==> src/rtl/mult_seq_alu.sv <==
// Sequential shift-and-add multiplier: one partial product per clock, product latched on Doutmult.
// Build option: define MULT_SIGNED_EN for two's-complement operands (default build is unsigned).
module mult_seq_alu #(
  parameter int unsigned W       = 3,
  parameter logic [1:0]  MULT_OP = 2'b11
) (
  input  logic             clk,
  input  logic             rst,
  input  logic             en,
  input  logic [1:0]       op,
  input  logic [W-1:0]     A,
  input  logic [W-1:0]     B,
  output logic             busy,
  output logic             done,
  output logic [2*W-1:0]   Doutmult
);

  localparam int unsigned PW = 2 * W;
  localparam int unsigned CW = (W > 1) ? $clog2(W) : 1;
  localparam logic [CW-1:0] LAST = CW'(W - 1);

  typedef enum logic [1:0] {
    IDLE = 2'd0,
    RUN  = 2'd1,
    DONE = 2'd2
  } state_t;

  state_t          state, state_nxt;
  logic [PW-1:0]   mcand, mcand_nxt;
  logic [PW-1:0]   acc, acc_nxt;
  logic [PW-1:0]   dout_nxt;
  logic [W-1:0]    mplier, mplier_nxt;
  logic [CW-1:0]   count, count_nxt;
  logic            busy_nxt, done_nxt;
  logic [PW-1:0]   ext_a;
  logic [PW-1:0]   pp;

  // Multiplicand widened to the product width according to the build's number format.
`ifdef MULT_SIGNED_EN
  assign ext_a = {{W{A[W-1]}}, A};
`else
  assign ext_a = {{W{1'b0}}, A};
`endif

  assign pp = mcand << count;

  // Next-state and datapath update.
  always_comb begin
    state_nxt  = state;
    mcand_nxt  = mcand;
    mplier_nxt = mplier;
    acc_nxt    = acc;
    count_nxt  = count;
    dout_nxt   = Doutmult;
    done_nxt   = 1'b0;

    case (state)
      IDLE: begin
        if (en && (op == MULT_OP)) begin
          mcand_nxt  = ext_a;
          mplier_nxt = B;
          acc_nxt    = '0;
          count_nxt  = '0;
          state_nxt  = RUN;
        end
      end
      RUN: begin
        if (en) begin
          if (mplier[count]) begin
`ifdef MULT_SIGNED_EN
            // The multiplier's top bit carries negative weight.
            if (count == LAST) acc_nxt = acc - pp;
            else               acc_nxt = acc + pp;
`else
            acc_nxt = acc + pp;
`endif
          end
          if (count == LAST) state_nxt = DONE;
          else               count_nxt = count + CW'(1);
        end
      end
      DONE: begin
        dout_nxt  = acc;
        done_nxt  = 1'b1;
        state_nxt = IDLE;
      end
      default: state_nxt = IDLE;
    endcase

    busy_nxt = (state_nxt != IDLE);
  end

  // State and datapath registers.
  always_ff @(posedge clk) begin
    if (rst) begin
      state    <= IDLE;
      mcand    <= '0;
      mplier   <= '0;
      acc      <= '0;
      count    <= '0;
      Doutmult <= '0;
      busy     <= 1'b0;
      done     <= 1'b0;
    end else begin
      state    <= state_nxt;
      mcand    <= mcand_nxt;
      mplier   <= mplier_nxt;
      acc      <= acc_nxt;
      count    <= count_nxt;
      Doutmult <= dout_nxt;
      busy     <= busy_nxt;
      done     <= done_nxt;
    end
  end

  // A completion is always followed by at least one IDLE cycle.
  assert property (@(posedge clk) disable iff (rst) done |=> !done);

endmodule
==> config.mk <==
export PLATFORM = sky130hd
export DESIGN_NAME = mult_seq_alu
export DESIGN_NICKNAME = d
export VERILOG_FILES = /design/src/rtl/mult_seq_alu.sv
export SDC_FILE = /design/constraint.sdc
export NUM_CORES = 1
export LEC_CHECK = 0
export ABC_AREA = 1
export CORE_ASPECT_RATIO = 0.75
export CORE_MARGIN = 2
export CORE_UTILIZATION = 46
export CTS_CLUSTER_DIAMETER = 120
export DETAILED_ROUTE_END_ITERATION = 6
export GPL_ROUTABILITY_DRIVEN = 1
export PLACE_DENSITY = 0.82
export SKIP_LAST_GASP = 1
export SYNTH_ARGS = -nofsm -noshare
export SYNTH_HDL_FRONTEND = slang
export SYNTH_SLANG_ARGS = --single-unit
==> constraint.sdc <==
create_clock -name clk -period 1.9 [get_ports clk]
set_clock_uncertainty 0.15 [all_clocks]
set_input_delay 0.285 -clock clk [delete_from_list [all_inputs] [get_ports clk]]
set_output_delay 0.285 -clock clk [all_outputs]
set_load 0.05 [all_outputs]
-- Word level (Yosys, flattened, before mapping)
Index checks and enable logic that the tools add are counted.
- add/subtract/negate cells: 2
- magnitude comparators: 1
- equality and inequality tests: 8
- shifts and indexed selects: 1
- multiplexer cells: 15
- reduce and logical (&&, ||, !) cells: 7
- operator list (kind ; count):
    6-bit 2-to-1 mux ; 3
    2-bit 2-to-1 mux ; 6
    6-bit one-hot mux with 2 select lines ; 1
    2-bit inequality test, second input constant ; 4
    2-bit one-hot mux with 2 select lines ; 2
    4-bit AND reduction ; 2
    6-bit adder ; 1
    2-bit == test, second input constant ; 3
    3-bit by 2-bit left shift with 6-bit output ; 1
    2-bit nonzero test ; 2
    2-bit by 3-bit < comparator with 1-bit output, second input constant ; 1
    2-bit by 1-bit adder with 2-bit output, second input constant ; 1
    1-bit binary-select mux with 2-bit select ; 1
    2-bit by 1-bit == test with 1-bit output, second input constant ; 1
    2-bit logical NOT ; 1
    1-bit 2-to-1 mux ; 2
    2-bit AND reduction ; 1
    1-bit logical AND ; 1
- bits in registers: 24
- input port bits: 11
- output and inout port bits: 8
- word-level logic and storage cells: 42

-- Logic depth before layout (Yosys ltp)
Gate-level depths: netlist (run 1).
- depth after elaboration: 5
- gate-level depth with buffers: 13

-- Least setup slack after synthesis (run 1)
No wires, ideal clock.
- path type: register to register
- start point: register count[0]
- end point: register acc[3]
- setup time: 0.070 ns
- data arrival time: 1.582 ns
- data required time: 1.680 ns
- setup slack: 0.098 ns
- cell stages (with the launch flop): 11
- buffers on the path: 1
- clock period less this slack: 1.802 ns
- cell sequence: dfxtp_1 buf_6 mux2i_1 o21ai_0 ha_1 nand2_1 nand2_1 a21oi_1 xnor2_1 nand2_1 a21oi_1
- word-level cells in the longest chain between the ends: 5
- ends and longest elaborated chain (item ; line ; source):
    from (decl) ; 33 ; logic [CW-1:0] count, count_nxt;
    from (signal assigned) ; 109 ; count <= count_nxt;
    3-bit by 2-bit left shift with 6-bit output ; 45 ; assign pp = mcand << count;
    6-bit adder ; 75 ; acc_nxt = acc + pp;
    6-bit 2-to-1 mux ; 69 ; if (mplier[count]) begin
    6-bit 2-to-1 mux ; 68 ; if (en) begin
    6-bit one-hot mux with 2 select lines ; 57 ; case (state)
    to (signal assigned) ; 108 ; acc <= acc_nxt;
    to (decl) ; 30 ; logic [PW-1:0] acc, acc_nxt;
Parallel ways exist; a longest one is shown, timed or not. The select of a mux whose other input is x is not followed.
A chain may end at the register's enable or synchronous reset.

-- Worst setup path in the final report (run 1)
- start point: register count[0]
- end point: register acc[4]
The elaborated chain is that of the path after synthesis.

==> flow_metrics.env, run 1 <==
export IMPL_maxCapViolations=0
export IMPL_p_per_area_mw_per_mm2=648
export IMPL_multiInputGateArea_sq_um=659
export IMPL_yosysWarnings=0
export IMPL_min_path_type="reg -> reg"
export IMPL_final_common_cell="nand2_1"
export IMPL_synthAdderAreaFrac=0.0771
export IMPL_r2r_start="count[0]"
export IMPL_layout_min_cycle_time_ps=1880
export IMPL_ys_types=24
export IMPL_hold_buffers=0
export IMPL_p_leak_nw=0.766
export IMPL_num_vias=1146
export IMPL_start_kind="flip-flop"
export IMPL_path_clk_slew_ps=130
export IMPL_portBuffers=18
export IMPL_row_count=16
export IMPL_viasPerCell=4.86
export IMPL_wl_per_cell_um=10.7
export IMPL_final_cell_mix="nand2_1 (31), nor2_1 (27), dfxtp_1 (23)"
export IMPL_grt_total_usage=0.173
export IMPL_drv_slew=0
export IMPL_p_total_mw=1.02
export IMPL_fp_dieH_um=48.9
export IMPL_drive_gt1_frac=0.180
export IMPL_die_width_um=63.8
export IMPL_clk_path_buf_depth=2
export IMPL_cp_arrival_ps=1960
export IMPL_hpwl_um=1860
export IMPL_period_share=0.988
export IMPL_insertedDiodeCount=0
export IMPL_coreArea_sq_mm=0.00258
export IMPL_htreeDepth=1
export IMPL_syn_inst=171
export IMPL_overflow=0
export IMPL_synth_xor_area_frac=0.0213
export IMPL_grt_pass1_wl_um=4140
export IMPL_yosys_area_share_simple=0.253
export IMPL_ys_seq_elements=24
export IMPL_initial_core_util=0.478
export IMPL_finalNonFillerCells=236
export IMPL_dp_slack_ps=-86.5
export IMPL_cp_required_ps=1980
export IMPL_drc_errors=0
export IMPL_max_slew_margin=0.665
export IMPL_setup_violations=0
export IMPL_gp_congestion=0.912
export IMPL_grt_max_degree=17
export IMPL_nFillCells=244
export IMPL_cp_end_kind="flip-flop"
export IMPL_critical_path_class="reg -> reg"
export IMPL_clkLatencyLatePin_ps=310
export IMPL_hold_slack_ps=319
export IMPL_cts_tree="done"
export IMPL_final_antenna_net_count=0
export IMPL_yosysSeqAreaShare=0.389
export IMPL_grt_setup_unrepaired="yes"
export IMPL_worst_slew_pin_slew_ps=501
export IMPL_final_nets=219
export IMPL_hold_start="mplier[0]"
export IMPL_synth_compound_area_share=0.159
export IMPL_timing_final_ws_setup_ps=22.4
export IMPL_utilization=0.612
export IMPL_dr_pass1_iters=4
export IMPL_drt_total_wl_um=2530
export IMPL_max_freq_mhz=533
export IMPL_status="completed"
export IMPL_io_pins=19
export IMPL_grt_pass1_vias=971
export IMPL_synthMuxAreaShare=0.00811
export IMPL_hold_viol=0
export IMPL_syn_avg_cell_area_sq_um=7.21
export IMPL_layout_area_seq_sq_um=484
export IMPL_netlist_area_sq_mm=0.00123
export IMPL_synth_fp_nets=189
export IMPL_root_buffer="clkbuf_4"
export IMPL_die_area_sq_mm=0.00312
export IMPL_synth_top_family_by_area="simple AND/OR/NAND/NOR gates"
export IMPL_crit_start="count[0]"
export IMPL_path_max_fanout=7
export IMPL_antenna_found_initial=0
export IMPL_initialDrtViolationCount=55
export IMPL_area_growth_pct=28.2
export IMPL_post_place_cells=225
export IMPL_numClockSinks=24
export IMPL_numCtsBuffers=3
export IMPL_vdd_drop_max_v=0.000357
==> synthesized netlist by cell type <==
library cell	number	area [sq um]
fa_1	1	20.0
buf_1	1	3.75
buf_6	2	22.5
mux2i_1	1	10.0
nand4_1	1	6.26
nor2_1	27	101
buf_4	1	7.51
o21ai_1	1	5.00
buf_2	1	5.00
inv_1	17	63.8
nand2_1	33	124
xor2_1	1	8.76
nand3_2	2	20.0
a21oi_4	1	16.3
a21oi_1	14	70.1
ha_1	6	75.1
o211ai_1	1	7.51
nand3_1	9	45.0
nor3_1	3	15.0
dfxtp_1	24	480
inv_2	3	11.3
o21ai_0	18	90.1
a21boi_0	1	7.51
xnor2_1	2	17.5
==> cells by family (layout without fill, tap and decap cells) <==
| kind of cell | after synthesis | count (layout) |
|---|---|---|
| fa+ha+maj | 7 | 7 |
| buf+inv | 25 | 54 |
| compound gates | 36 | 36 |
| xor+xnor | 3 | 3 |
| mux | 1 | 1 |
| flops | 24 | 24 |
| simple gates | 75 | 75 |
==> stage by stage <==
| step | instance area (sq um) | TNS [ps] |
|---|---|---|
| detailed placement | 1450 | -175 |
| CTS | 1520 | 0 |
| floorplan | 1230 | 0 |
| global placement | 1450 | -102 |
| global route | 1580 | -495 |
| finish | 1580 | 0 |
==> state kept, by name, indices dropped and copies added, names as in the netlist <==
| register | flops |
|---|---|
| busy | 1 |
| acc | 6 |
| count | 2 |
| done | 1 |
| mcand | 3 |
| Doutmult | 6 |
| mplier | 3 |
| state | 2 |
==> critical path, cell delays in order (launching register included) <==
cell	delay (ps)
dfxtp_4	410
mux2i_2	230
o21ai_1	90
ha_1	330
buf_4	150
nand3_1	70
nand2_1	70
xnor2_1	130
nor2_1	50
nor2_1	80
nor2_1	40
==> timing repair <==
| item | in CTS | in global routing |
|---|---|---|
| pin swaps | 0 | 3 |
| setup buffers | 2 | 5 |
| setup endpoints to repair | 3 | 6 |
| resized for setup | 2 | 14 |
==> where the power goes <==
group / total (mW) / internal (mW) / switching (mW)
clock network: 0.366 / 0.213 / 0.152
registers: 0.527 / 0.516 / 0.0111
logic: 0.132 / 0.0614 / 0.0709
==> path summary, 6_finish.rpt <==
path / endpoint / slack (ps) / depth (start not counted)
max: acc[4] / 20 / 10
min: mplier[0] / 320 / 2
max reg2reg: acc[4] / 20 / 10
min reg2reg: mplier[0] / 320 / 2
==> routing by layer <==
| layer | part of all wire | GRT usage | up-vias |
|---|---|---|---|
| met3 | 0.043 | 0.0577 | 2 |
| met4 | 0.0075 | 0.0616 | 0 |
| met1 | 0.49 | 0.232 | 505 |
| met5 | 0 | 0 | - |
| li1 | - | - | 610 |
| met2 | 0.46 | 0.260 | 29 |
==> layout make-up <==
cell class,count,share of cell area
clock buffers,3,0.0142
clock inverters,1,0.0190
inverters,20,0.0475
multi-input cells,122,0.417
flip-flops and latches,24,0.306
well taps,36,0.0285
repair buffers,30,0.168
Note: power is estimated with default switching activity, not from simulation.
==> run 2, diff against run 1 <==
--- a/config.mk
+++ b/config.mk
@@ -7,11 +7,11 @@
 export LEC_CHECK = 0
 export ABC_AREA = 1
 export CORE_ASPECT_RATIO = 0.75
-export CORE_MARGIN = 2
 export CORE_UTILIZATION = 46
 export CTS_CLUSTER_DIAMETER = 120
 export DETAILED_ROUTE_END_ITERATION = 6
 export GPL_ROUTABILITY_DRIVEN = 1
+export MAX_ROUTING_LAYER = met4
 export PLACE_DENSITY = 0.82
 export SKIP_LAST_GASP = 1
 export SYNTH_ARGS = -nofsm -noshare
==> flow_metrics.env, run 2 (synthesis results as in run 1) <==
export IMPL_status="finished with violations"
export IMPL_failed_checks="negative setup slack"
export IMPL_final_antenna_net_count=0
export IMPL_numCtsBuffers=3
export IMPL_initial_core_util=0.510
export IMPL_dr_pass1_iters=6
export IMPL_insertedDiodeCount=0
export IMPL_htreeDepth=1
export IMPL_path_max_fanout=8
export IMPL_vdd_drop_max_v=0.000351
export IMPL_grt_total_usage=0.238
export IMPL_overflow=0
export IMPL_setup_violations=3
export IMPL_die_area_sq_mm=0.00290
export IMPL_gp_congestion=0.919
export IMPL_drt_total_wl_um=2920
export IMPL_initialDrtViolationCount=51
export IMPL_hold_path_end="mplier[0]"
export IMPL_top_regs="Doutmult: 6 flops, acc: 6 flops"
export IMPL_rrSetupSlack_ps=-50
export IMPL_cp_required_ps=1990
export IMPL_cts_tree="done"
export IMPL_setup_tns_ps=-139
export IMPL_die_width_um=61.8
export IMPL_final_common_cell="nand2_1"
export IMPL_io_pins=19
export IMPL_p_per_area_mw_per_mm2=663
export IMPL_finalNonFillerCells=231
export IMPL_grt_pass1_wl_um=4690
export IMPL_path_clk_slew_ps=140
export IMPL_p_leak_nw=0.739
export IMPL_layout_min_cycle_time_ps=1950
export IMPL_hold_viol=0
export IMPL_max_slew_margin=0.663
export IMPL_coreArea_sq_mm=0.00242
export IMPL_max_freq_mhz=512
export IMPL_root_buffer="clkbuf_4"
export IMPL_period_share=1.03
export IMPL_clk_path_buf_depth=2
export IMPL_grt_max_degree=17
export IMPL_r2r_start="count[0]"
export IMPL_numClockSinks=24
export IMPL_start_kind="flip-flop"
export IMPL_cp_end_kind="flip-flop"
export IMPL_slowest_delay_ps=400
export IMPL_r2r_end="acc[4]"
export IMPL_final_area_sq_mm=0.00157
export IMPL_cp_arrival_ps=2040
export IMPL_hold_start="mplier[0]"
export IMPL_antenna_found_initial=0
export IMPL_post_place_cells=225
export IMPL_critPathMostFrequentCell="nor2_1"
export IMPL_hpwl_um=2200
export IMPL_clkLatencyLatePin_ps=320
export IMPL_place_area_sq_mm=0.00146
export IMPL_fp_dieH_um=46.9
export IMPL_maxCapViolations=0
export IMPL_drive_gt1_frac=0.173
export IMPL_drc_errors=0
export IMPL_critical_path_class="reg -> reg"
export IMPL_cp_slowest_cell="dfxtp_4"
export IMPL_hold_buffers=0
export IMPL_grt_setup_unrepaired="yes"
export IMPL_grt_pass1_vias=1097
export IMPL_timing_final_ws_setup_ps=-53.1
export IMPL_row_count=15
export IMPL_crit_path_cell_trace="nand2_1 -> o21ai_4 -> o21ai_2 -> ha_4 -> buf_4 -> a21oi_2 -> nand2_1 -> xnor2_1 -> nor2_1 -> nor2_1 -> nor2_1"
export IMPL_viasPerCell=5.21
export IMPL_r2r_cells=11
export IMPL_wl_per_cell_um=12.7
export IMPL_portBuffers=18
export IMPL_area_growth_pct=27.4
export IMPL_drv_slew=0
export IMPL_final_nets=216
export IMPL_p_total_mw=1.04
export IMPL_min_path_type="reg -> reg"
export IMPL_num_vias=1204
export IMPL_final_cell_mix="nand2_1 (33), nor2_1 (27), dfxtp_1 (21)"
export IMPL_min_path_cells=2
export IMPL_worst_slew_pin_slew_ps=505
==> run 2: cell types whose count changed in the layout (fill, tap and decap cells not counted), sizes merged <==
| cell | change |
|---|---|
| buf | -3 |
| dlygate4sd2 | +1 |
| dlymetal6s2s | -1 |
==> run 2: cell type report <==
cell class	instances	area, sq um
fill	207	850
sequential	24	489
inverter	20	75.1
clock inverter	1	30.0
multi-input combinational	122	673
timing repair buffer	27	239
clock buffer	3	22.5
tap	34	42.5
==> run 2: worst max-delay path by stage <==
stage	startpoint	to	slack, ps
2_1_floorplan	count[0]	acc[3]	100
3_3_place_gp	count[0]	acc[3]	-50
3_5_place_dp	count[0]	acc[5]	-130
4_1_cts	count[0]	acc[3]	-6
5_1_grt	count[0]	acc[5]	-240
6_report	count[0]	acc[4]	-50
==> run 2: through the flow <==
step	hold WS, ps	worst slack (ps)	utilization
after floorplan	279	98.2	-
after global placement	302	-45.6	0.602
after global routing	355	-244	0.649
after CTS	327	-5.92	0.625
after detailed placement	309	-127	0.602
final	328	-53.1	0.649
==> run 2: per-layer routing <==
| metal | track usage | vias to the layer above | share of wire |
|---|---|---|---|
| met4 | 0.0667 | 0 | 0.021 |
| met3 | 0.0689 | 10 | 0.059 |
| met1 | 0.261 | 551 | 0.41 |
| met5 | - | - | 0 |
| li1 | - | 606 | - |
| met2 | 0.424 | 37 | 0.51 |
==> run 2: timing repair <==
action	in CTS	in global routing
setup buffers	0	2
resized for setup	5	14
pin swaps	0	5
endpoints found under the setup margin	4	6
==> run 2: worst max-delay path: cells and delay by family, from the launching register on <==
family	cells	cell delay, ps
DFF	1	400
buffers and inverters	1	130
and+or+nand+nor	5	390
adders and majority gates	1	250
AOI/OAI and AO/OA	3	400
xor gates and xnor gates	1	150
==> run 2: power by group <==
part,switching [mW],internal (mW)
registers,0.0130,0.516
logic,0.0761,0.0608
clock network,0.163,0.214
total,0.252,0.790
